--- config.mk ---
export PLATFORM = sky130hd
export DESIGN_NAME = seg_scan_ctrl
export DESIGN_NICKNAME = d
export VERILOG_FILES = /design/src/rtl/seg_pkg.sv /design/src/rtl/seg7_decode.sv /design/src/rtl/seg_scan_ctrl.sv
export SDC_FILE = /design/constraint.sdc
export NUM_CORES = 1
export LEC_CHECK = 0
export ABC_CLOCK_PERIOD_IN_PS = 3990
export CAP_MARGIN = 20
export CORE_MARGIN = 3
export CORE_UTILIZATION = 35
export CTS_BUF_LIST = sky130_fd_sc_hd__clkbuf_4 sky130_fd_sc_hd__clkbuf_8
export CTS_CLUSTER_DIAMETER = 30
export DETAILED_ROUTE_END_ITERATION = 6
export PLACE_DENSITY = 0.49
export SYNTH_ARGS = -nofsm -noshare
export SYNTH_HDL_FRONTEND = slang
export SYNTH_HIERARCHICAL = 1
export SYNTH_SLANG_ARGS = --single-unit
export TNS_END_PERCENT = 10
--- constraint.sdc ---
create_clock -name clk -period 3.99 [get_ports clk]
set_input_delay 0.399 -clock clk [delete_from_list [all_inputs] [get_ports clk]]
set_output_delay 0.399 -clock clk [all_outputs]
set_load 0.02 [all_outputs]
--- src/rtl/seg_pkg.sv ---
// seg_pkg: shared types and constants for the seven-segment scan controller.
//   seg_state_e : scan FSM states (IDLE, BLANK, SHOW)
//   SEG_*       : segment patterns, bits [6:0] = g..a, active high
//   DP_BIT      : bit position of the decimal point in the 8-bit pattern
package seg_pkg;

    typedef enum logic [1:0] {
        IDLE  = 2'd0,
        BLANK = 2'd1,
        SHOW  = 2'd2
    } seg_state_e;

    localparam logic [6:0] SEG_0     = 7'h3F;
    localparam logic [6:0] SEG_1     = 7'h06;
    localparam logic [6:0] SEG_2     = 7'h5B;
    localparam logic [6:0] SEG_3     = 7'h4F;
    localparam logic [6:0] SEG_4     = 7'h66;
    localparam logic [6:0] SEG_5     = 7'h6D;
    localparam logic [6:0] SEG_6     = 7'h7D;
    localparam logic [6:0] SEG_7     = 7'h07;
    localparam logic [6:0] SEG_8     = 7'h7F;
    localparam logic [6:0] SEG_9     = 7'h6F;
    localparam logic [6:0] SEG_DASH  = 7'h40;
    localparam logic [6:0] SEG_BLANK = 7'h00;

    localparam int unsigned DP_BIT = 7;

endpackage

--- src/rtl/seg7_decode.sv ---
// seg7_decode: combinational 4-bit code to seven-segment pattern decoder.
//   i_code    : digit code (0-9 digits, 10-14 dash, 15 blank)
//   i_dp      : decimal-point enable
//   o_pattern : 8-bit pattern, [6:0] = g..a, [7] = dp, active high
module seg7_decode
    import seg_pkg::*;
(
    input  logic [3:0] i_code,
    input  logic       i_dp,
    output logic [7:0] o_pattern
);

    logic [6:0] w_seg;

    always_comb begin
        w_seg = SEG_BLANK;
        case (i_code)
            4'd0:    w_seg = SEG_0;
            4'd1:    w_seg = SEG_1;
            4'd2:    w_seg = SEG_2;
            4'd3:    w_seg = SEG_3;
            4'd4:    w_seg = SEG_4;
            4'd5:    w_seg = SEG_5;
            4'd6:    w_seg = SEG_6;
            4'd7:    w_seg = SEG_7;
            4'd8:    w_seg = SEG_8;
            4'd9:    w_seg = SEG_9;
            4'd10, 4'd11, 4'd12, 4'd13, 4'd14: w_seg = SEG_DASH;
            default: w_seg = SEG_BLANK;
        endcase
    end

    always_comb begin
        o_pattern         = 8'h00;
        o_pattern[6:0]    = w_seg;
        o_pattern[DP_BIT] = i_dp;
    end

endmodule

--- src/rtl/seg_scan_ctrl.sv ---
// seg_scan_ctrl: time-multiplexed scan controller for a common-select
// seven-segment display. Writes land in shadow registers and are copied to
// the active (displayed) registers only at frame boundaries or while idle.
//   clk, rst_n         : clock, synchronous active-low reset
//   en                 : scan enable; low blanks the display and parks at digit 0
//   wr_valid/wr_ready  : write handshake (ready never stalls after reset)
//   wr_addr/data/dp    : digit index, 4-bit code, decimal-point bit
//   wr_err             : one-cycle pulse for an accepted out-of-range write
//   SEG_SEL            : one-hot digit select, active high
//   SEG_DATA           : segment pattern, [6:0] = g..a, [7] = dp
//   frame_done         : one-cycle pulse after the last digit slot ends
module seg_scan_ctrl
    import seg_pkg::*;
#(
    parameter int unsigned NUM_DIGITS   = 5,
    parameter int unsigned ADDR_W       = 3,
    parameter int unsigned PRESCALE     = 50000,
    parameter int unsigned BLANK_CYCLES = 2
) (
    input  logic                  clk,
    input  logic                  rst_n,
    input  logic                  en,
    input  logic                  wr_valid,
    output logic                  wr_ready,
    input  logic [ADDR_W-1:0]     wr_addr,
    input  logic [3:0]            wr_data,
    input  logic                  wr_dp,
    output logic                  wr_err,
    output logic [NUM_DIGITS-1:0] SEG_SEL,
    output logic [7:0]            SEG_DATA,
    output logic                  frame_done
);

    localparam int unsigned CNT_W = (PRESCALE > 1) ? $clog2(PRESCALE) : 1;
    localparam int unsigned DIG_W = (NUM_DIGITS > 1) ? $clog2(NUM_DIGITS) : 1;

    localparam logic [CNT_W-1:0] BLANK_LAST = CNT_W'(BLANK_CYCLES - 1);
    localparam logic [CNT_W-1:0] SLOT_LAST  = CNT_W'(PRESCALE - 1);
    localparam logic [DIG_W-1:0] DIG_LAST   = DIG_W'(NUM_DIGITS - 1);

    seg_state_e            r_state;
    logic [CNT_W-1:0]      r_cnt;
    logic [DIG_W-1:0]      r_dig;
    logic [3:0]            r_shadow    [NUM_DIGITS];
    logic [NUM_DIGITS-1:0] r_shadow_dp;
    logic [3:0]            r_active    [NUM_DIGITS];
    logic [NUM_DIGITS-1:0] r_active_dp;
    logic                  r_ready;
    logic                  r_err;
    logic [NUM_DIGITS-1:0] r_sel;
    logic [7:0]            r_data;
    logic                  r_frame_done;

    logic                  w_wr_acc;
    logic                  w_addr_ok;
    logic [3:0]            w_shadow_nxt [NUM_DIGITS];
    logic [NUM_DIGITS-1:0] w_dp_nxt;
    logic [3:0]            w_cur_code;
    logic                  w_cur_dp;
    logic [NUM_DIGITS-1:0] w_onehot;
    logic [7:0]            w_pattern;

    assign w_wr_acc  = wr_valid && r_ready;
    assign w_addr_ok = 32'(wr_addr) < NUM_DIGITS;

    // Shadow next-state including this cycle's write; also feeds the commit so
    // a write accepted on the commit edge is not lost for a whole frame.
    always_comb begin
        w_dp_nxt = r_shadow_dp;
        for (int d = 0; d < int'(NUM_DIGITS); d++) begin
            w_shadow_nxt[d] = r_shadow[d];
            if (w_wr_acc && (wr_addr == ADDR_W'(d))) begin
                w_shadow_nxt[d] = wr_data;
                w_dp_nxt[d]     = wr_dp;
            end
        end
    end

    // Current digit select and its active code. The digit index never changes
    // on an edge that enters or stays in SHOW, so r_dig is the right index.
    always_comb begin
        w_cur_code = 4'hF;
        w_cur_dp   = 1'b0;
        w_onehot   = '0;
        for (int d = 0; d < int'(NUM_DIGITS); d++) begin
            if (r_dig == DIG_W'(d)) begin
                w_cur_code  = r_active[d];
                w_cur_dp    = r_active_dp[d];
                w_onehot[d] = 1'b1;
            end
        end
    end

    seg7_decode u_decode (
        .i_code    (w_cur_code),
        .i_dp      (w_cur_dp),
        .o_pattern (w_pattern)
    );

    always_ff @(posedge clk) begin
        if (!rst_n) begin
            r_state      <= IDLE;
            r_cnt        <= '0;
            r_dig        <= '0;
            for (int d = 0; d < int'(NUM_DIGITS); d++) begin
                r_shadow[d] <= 4'hF;
                r_active[d] <= 4'hF;
            end
            r_shadow_dp  <= '0;
            r_active_dp  <= '0;
            r_ready      <= 1'b0;
            r_err        <= 1'b0;
            r_sel        <= '0;
            r_data       <= 8'h00;
            r_frame_done <= 1'b0;
        end else begin
            r_ready      <= 1'b1;
            r_err        <= w_wr_acc && !w_addr_ok;
            r_shadow     <= w_shadow_nxt;
            r_shadow_dp  <= w_dp_nxt;
            r_frame_done <= 1'b0;

            if (!en) begin
                // Idle commits every edge so the display is current on re-enable.
                r_state     <= IDLE;
                r_cnt       <= '0;
                r_dig       <= '0;
                r_sel       <= '0;
                r_data      <= 8'h00;
                r_active    <= w_shadow_nxt;
                r_active_dp <= w_dp_nxt;
            end else begin
                case (r_state)
                    IDLE: begin
                        r_state <= BLANK;
                        r_cnt   <= '0;
                        r_dig   <= '0;
                        r_sel   <= '0;
                        r_data  <= 8'h00;
                    end
                    BLANK: begin
                        r_cnt <= r_cnt + CNT_W'(1);
                        if (r_cnt == BLANK_LAST) begin
                            r_state <= SHOW;
                            r_sel   <= w_onehot;
                            r_data  <= w_pattern;
                        end else begin
                            r_sel  <= '0;
                            r_data <= 8'h00;
                        end
                    end
                    SHOW: begin
                        if (r_cnt == SLOT_LAST) begin
                            r_state <= BLANK;
                            r_cnt   <= '0;
                            r_sel   <= '0;
                            r_data  <= 8'h00;
                            if (r_dig == DIG_LAST) begin
                                r_dig        <= '0;
                                r_frame_done <= 1'b1;
                                r_active     <= w_shadow_nxt;
                                r_active_dp  <= w_dp_nxt;
                            end else begin
                                r_dig <= r_dig + DIG_W'(1);
                            end
                        end else begin
                            r_cnt  <= r_cnt + CNT_W'(1);
                            r_sel  <= w_onehot;
                            r_data <= w_pattern;
                        end
                    end
                    default: begin
                        r_state <= IDLE;
                        r_cnt   <= '0;
                        r_dig   <= '0;
                        r_sel   <= '0;
                        r_data  <= 8'h00;
                    end
                endcase
            end
        end
    end

    assign wr_ready   = r_ready;
    assign wr_err     = r_err;
    assign SEG_SEL    = r_sel;
    assign SEG_DATA   = r_data;
    assign frame_done = r_frame_done;

endmodule
After elaboration in Yosys (flattened, before gate mapping):

Memories as Yosys holds them, arrays and structs flattened.
Cells that the tools add are included.

* register bits: 87
* ROM bits: 112
* input bits: 12
* memories kept: 1

* add/subtract/negate cells: 2
* order comparisons: 1
* equality and inequality tests: 17
* muxes and demuxes: 48
* bitwise gates (word level): 1
* reduce and logical (&&, ||, !) cells: 16

Memories
* (name not given): words 16, width 7, rd ports 1, clocked after Yosys merged registers in 0, write ports 0, line seg7_decode.sv:17 `case (i_code)`

Operators with widths (number)
* $mux W20: 4
* $mux W4: 10
* $pmux W16 S2: 1
* $mux W5: 6
* $add A16 B1 Y16 const B: 1
* $eq A16 B1 Y1 const B: 1
* $eq A16 B16 Y1 const B: 1
* $mux W1: 16
* $mux W16: 1
* $mux W8: 2
* $pmux W8 S2: 1
* $eq A3 B2 Y1 const B: 4
* $pmux W5 S2: 1
* $logic_and A1 B1 Y1: 7
* $eq A3 B1 Y1 const B: 2
* $eq A3 B3 Y1 const B: 2
* $logic_not A3 Y1: 2
* $mux W3: 2
* $ne A2 B1 Y1 const B: 3
* $pmux W2 S3: 1
* $pmux W3 S2: 1
* $reduce_and A2 Y1: 3
* $mux W2: 2
* $ne A2 B2 Y1 const B: 2
* other kinds (9): 9

Logic depth before layout (Yosys ltp):

An unclocked memory read counts as a cell.

* depth after elaboration: 9
* mapped depth: 13

Hierarchy:

Netlist, hierarchy kept.

By module, submodules not included
* seg_scan_ctrl: times used 1, cells an instance 398, area each 3627.2 µm², sequential area each 1741.7 µm²
* seg7_decode: times used 1, cells an instance 30, area each 230.2 µm², sequential area each 0.0 µm²

Least setup slack after synthesis:

No wires, ideal clock.

* kind: register -> register
* from: register r_dig[1]
* to: register r_data[5], in the netlist SEG_DATA[5]
* setup time: 0.115 ns
* arrival time: 2.682 ns
* data required time: 3.875 ns
* slack: 1.193 ns
* cell stages (with the launch flop): 14
* clock period less this slack: 2.797 ns
* cell sequence: dfxtp_1 > inv_1 > ha_1 > clkbuf_1 > nor2_1 > a221oi_1 > a21oi_1 > a22o_1 > a21oi_1 > inv_1 > ha_1 > nor2b_1 > o31a_1 > and2_1

* longest elaborated chain between the ends: 9
* elaborated cells on any way between the ends: 14

Ends and longest elaborated chain
* from (decl): line seg_scan_ctrl.sv:43 `logic [DIG_W-1:0] r_dig;`
* from (signal assigned): line seg_scan_ctrl.sv:164 `r_dig <= r_dig + DIG_W'(1);`
* $logic_not A3 Y1: line seg_scan_ctrl.sv:86 `if (r_dig == DIG_W'(d)) begin`
* $mux W4 (4 in series): line seg_scan_ctrl.sv:86
* $mux W4 *: line seg_scan_ctrl.sv:86
* via w_cur_code[1]: line seg_scan_ctrl.sv:58 `logic [3:0] w_cur_code;`
* $mem_v2 Z16 W7 *
* via w_pattern[5]: line seg_scan_ctrl.sv:61 `logic [7:0] w_pattern;`
* $mux W8 (on tied branches): line seg_scan_ctrl.sv:153, seg_scan_ctrl.sv:143
* $pmux W8 S2 *: line seg_scan_ctrl.sv:133 `case (r_state)`
* to (signal assigned): line seg_scan_ctrl.sv:146 `r_data <= w_pattern;`
* to (signal assigned): line seg_scan_ctrl.sv:169 `r_data <= w_pattern;`
* to (decl): line seg_scan_ctrl.sv:51 `logic [7:0] r_data;`

The timed path passes the listed nets; every way through them passes the cells marked *.
A chain may end at the register's enable or synchronous reset.

Final worst setup path:

* from: register r_dig[1]
* to: register r_data[3], in the netlist SEG_DATA[3]

The elaborated chain is that of the path after synthesis.

==> impl_metrics.toml <==
[synthesis]
synth-simple-area-share = 0.220
synthMuxAreaShare = 0.0678
syn-num-nets = 457
synth_top_family_by_area = "simple AND/OR/NAND/NOR gates"
synth-xor-area-share = 0.0318
synth_edf_count = 0
ys_async_sr_fraction = 0
synth_seq_cells = 87
ys.flop_type = "dfxtp_1"
syn-cell-area_um2 = 3860
synth_cell_types = 50
synth_seq_area_share = 0.452
synthCells = 428
synth_fa_ha_area_frac = 0.0551
synth_compound_area_frac = 0.112
yosysWarningCount = 6
syn_avg_cell_area_um2 = 9.01

[worst_setup_path]
crit_path_end = "SEG_DATA[3]$_SDFF_PN0_"
ff2ff_setup_slack_ps = 1250
cp_max_fo = 11
required_ps = 4280
ff2ff_path_depth = 10
crit_path_end_kind = "flip-flop"
critical_path_arrival_ps = 3030
r2r_end = "SEG_DATA[3]$_SDFF_PN0_"
rr_startpoint = "r_dig[1]$_SDFFE_PN0P_"
crit_start = "r_dig[1]$_SDFFE_PN0P_"
worst_setup_path_start_kind = "flip-flop"
path_class = "flip-flop to flip-flop"

[sta]
fin_skew_ps = 18.7
rsz0062_at_grt = "false"
tightest_slew_ps = 833
hold_viol = 0
fmax_mhz = 365
min_period_ps = 2740
setup_viol = 0
slew_headroom = 0.445
fin_setup_tns_ps = 0
maxSlewViolCount = 0
period_share = 0.687

[clock_network]
cts_made_buffers = 9
clock_latency_ps = 350
cts_buffer_depth = 2
cts_setup_buffers = 0
path_clk_slew_ps = 90
clkSinkCount = 87
ctsResizeCount = 0
root_buffer = "clkbuf_8"
cts_tree = "built"
htreeDepth = 3
cts_hold_repair.buffers = 0

[power]
power_density_nw_per_um2 = 385
p_leak_uw = 0.00176
ir_drop_v = 0.000202
finalPower_uw = 1710

[layout]
drive_gt1_frac = 0.0927
multi_input_area_um2 = 1880
antenna_cells = 0
nNetsFinal = 477
seq_area_um2 = 1740
fillers = 1060
area_growth_syn_to_layout_pct = 15.3
layout_commonest_cell = "dfxtp_1"
mostFrequentLayoutCells = "dfxtp_1 (87), nor2_1 (44), nand3_1 (34)"

[global_route]
grt_max_degree = 43
grt_pass1_vias = 2776
grt_overflow = 0
antenna_found_initial = 0
grt_usage = 0.141
grt_pass1_wl_um = 14100

[floorplan]
die-area_um2 = 12300
die_y_um = 111
die_w_um = 111
io_pins = 28
row_count = 37
initial_core_util = 0.367
core-area_um2 = 10500

[placement]
io_buffers = 27
place_congestion = 0.762
hpwl_um = 5810

[flow_run]
cap_violations = 0

[min_path]
hp-class = "flip-flop to flip-flop"

[run_status]
status = "finished clean"

[drt]
avgViaCountPerCell = 4.87
drc = 0
num_vias = 2871
drtAntennaViolNets = 0
dr.pass1.iters = 4
wl_per_cell_um = 14.1
drt_iter0_drc = 130
wirelength_um = 8330
==> metal layers <==
| metal | global-route usage | share of wire | vias to the layer above |
|---|---|---|---|
| met4 | 0.0369 | 0.0091 | 0 |
| li1 | - | - | 1496 |
| met2 | 0.206 | 0.43 | 50 |
| met3 | 0.0415 | 0.032 | 6 |
| met1 | 0.202 | 0.53 | 1319 |
| met5 | 0 | 0 | - |
==> final cells by class <==
| class | count | share of cell area |
|---|---|---|
| multi-input combinational | 289 | 0.422 |
| tap | 136 | 0.0382 |
| sequential | 87 | 0.391 |
| inverter | 30 | 0.0253 |
| clock inverter | 6 | 0.0262 |
| timing repair buffer | 31 | 0.0675 |
| clock buffer | 10 | 0.0295 |
==> registers in the layout, indices dropped and copies added, names as in the netlist, 2 cells and up <==
| name | count |
|---|---|
| r_active | 20 |
| r_shadow | 20 |
| r_cnt | 16 |
| SEG_DATA | 8 |
| SEG_SEL | 5 |
| r_active_dp | 5 |
| r_shadow_dp | 5 |
| r_dig | 3 |
| r_state | 2 |
==> power by group <==
part	internal (uW)	switching, uW	total [uW]
Clock	428	325	752
Combinational	30.5	48.1	78.6
Sequential	876	4.04	880
==> worst min path at each step <==
stage | startpoint | to | slack [ps] | depth (start not counted)
3_3_place_gp | r_cnt[0]$_SDFF_PN0_ | r_cnt[0]$_SDFF_PN0_ | 440 | 1
2_1_floorplan | rst_n | wr_ready$_DFF_P_ | 430 | 0
6_report | r_cnt[0]$_SDFF_PN0_ | r_cnt[0]$_SDFF_PN0_ | 470 | 1
3_5_place_dp | r_active_dp[3]$_SDFFE_PN0P_ | r_active_dp[3]$_SDFFE_PN0P_ | 450 | 2
4_1_cts | r_active_dp[3]$_SDFFE_PN0P_ | r_active_dp[3]$_SDFFE_PN0P_ | 470 | 2
5_1_grt | r_active_dp[3]$_SDFFE_PN0P_ | r_active_dp[3]$_SDFFE_PN0P_ | 490 | 2
==> cells in the mapped netlist, types with 2 or more instances <==
cell type / instances / area, um2
o22ai_1: 3 / 18.8
a22o_1: 4 / 35.0
a31o_2: 3 / 26.3
inv_1: 30 / 113
nor2_1: 44 / 165
a21oi_1: 18 / 90.1
nand3_1: 34 / 170
nand4_1: 3 / 18.8
or4_1: 2 / 15.0
buf_6: 2 / 22.5
a31oi_1: 8 / 50.1
clkbuf_1: 14 / 52.6
nor3_1: 4 / 20.0
nor2b_1: 4 / 25.0
o21a_1: 7 / 52.6
nor3b_2: 2 / 25.0
o21ai_0: 17 / 85.1
xnor2_1: 9 / 78.8
nand2b_1: 6 / 37.5
ha_1: 17 / 213
nor4_1: 3 / 18.8
and3b_1: 2 / 17.5
mux2_2: 9 / 101
a221oi_1: 4 / 35.0
dfxtp_1: 87 / 1740
and2_1: 10 / 62.6
buf_2: 3 / 15.0
xor2_1: 5 / 43.8
mux2i_1: 16 / 160
nand2_1: 28 / 105
and3_1: 11 / 68.8
==> kinds of logic (layout without fill, tap and decap cells) <==
group	after synthesis	in the layout
simple gates	164	164
flops	87	87
compound gates	69	69
buf+inv	52	77
mux	25	25
fa+ha+maj	17	17
xor+xnor	14	14
==> worst max-delay path: stages, from the launching register on <==
cell and delay, ps:
dfxtp_1 340, inv_1 90, ha_1 340, nor2_1 80, a221oi_1 270, a21oi_1 70
a22o_1 210, a21oi_1 580, mux2_2 420, o22ai_1 150, and2_1 130
==> per-stage QoR <==
step           setup slack [ps]  instance area [um2]  instances   util  hold slack, ps
2_1_floorplan              1190                 3860        428      -             427
3_3_place_gp               1400                 4200        573  0.400             443
3_5_place_dp               1280                 4200        573  0.400             451
4_1_cts                    1230                 4450        589  0.423             471
5_1_grt                     930                 4450        589  0.423             492
6_report                   1250                 4450        589  0.423             468
No activity file was read; power rests on OpenSTA's default activity.
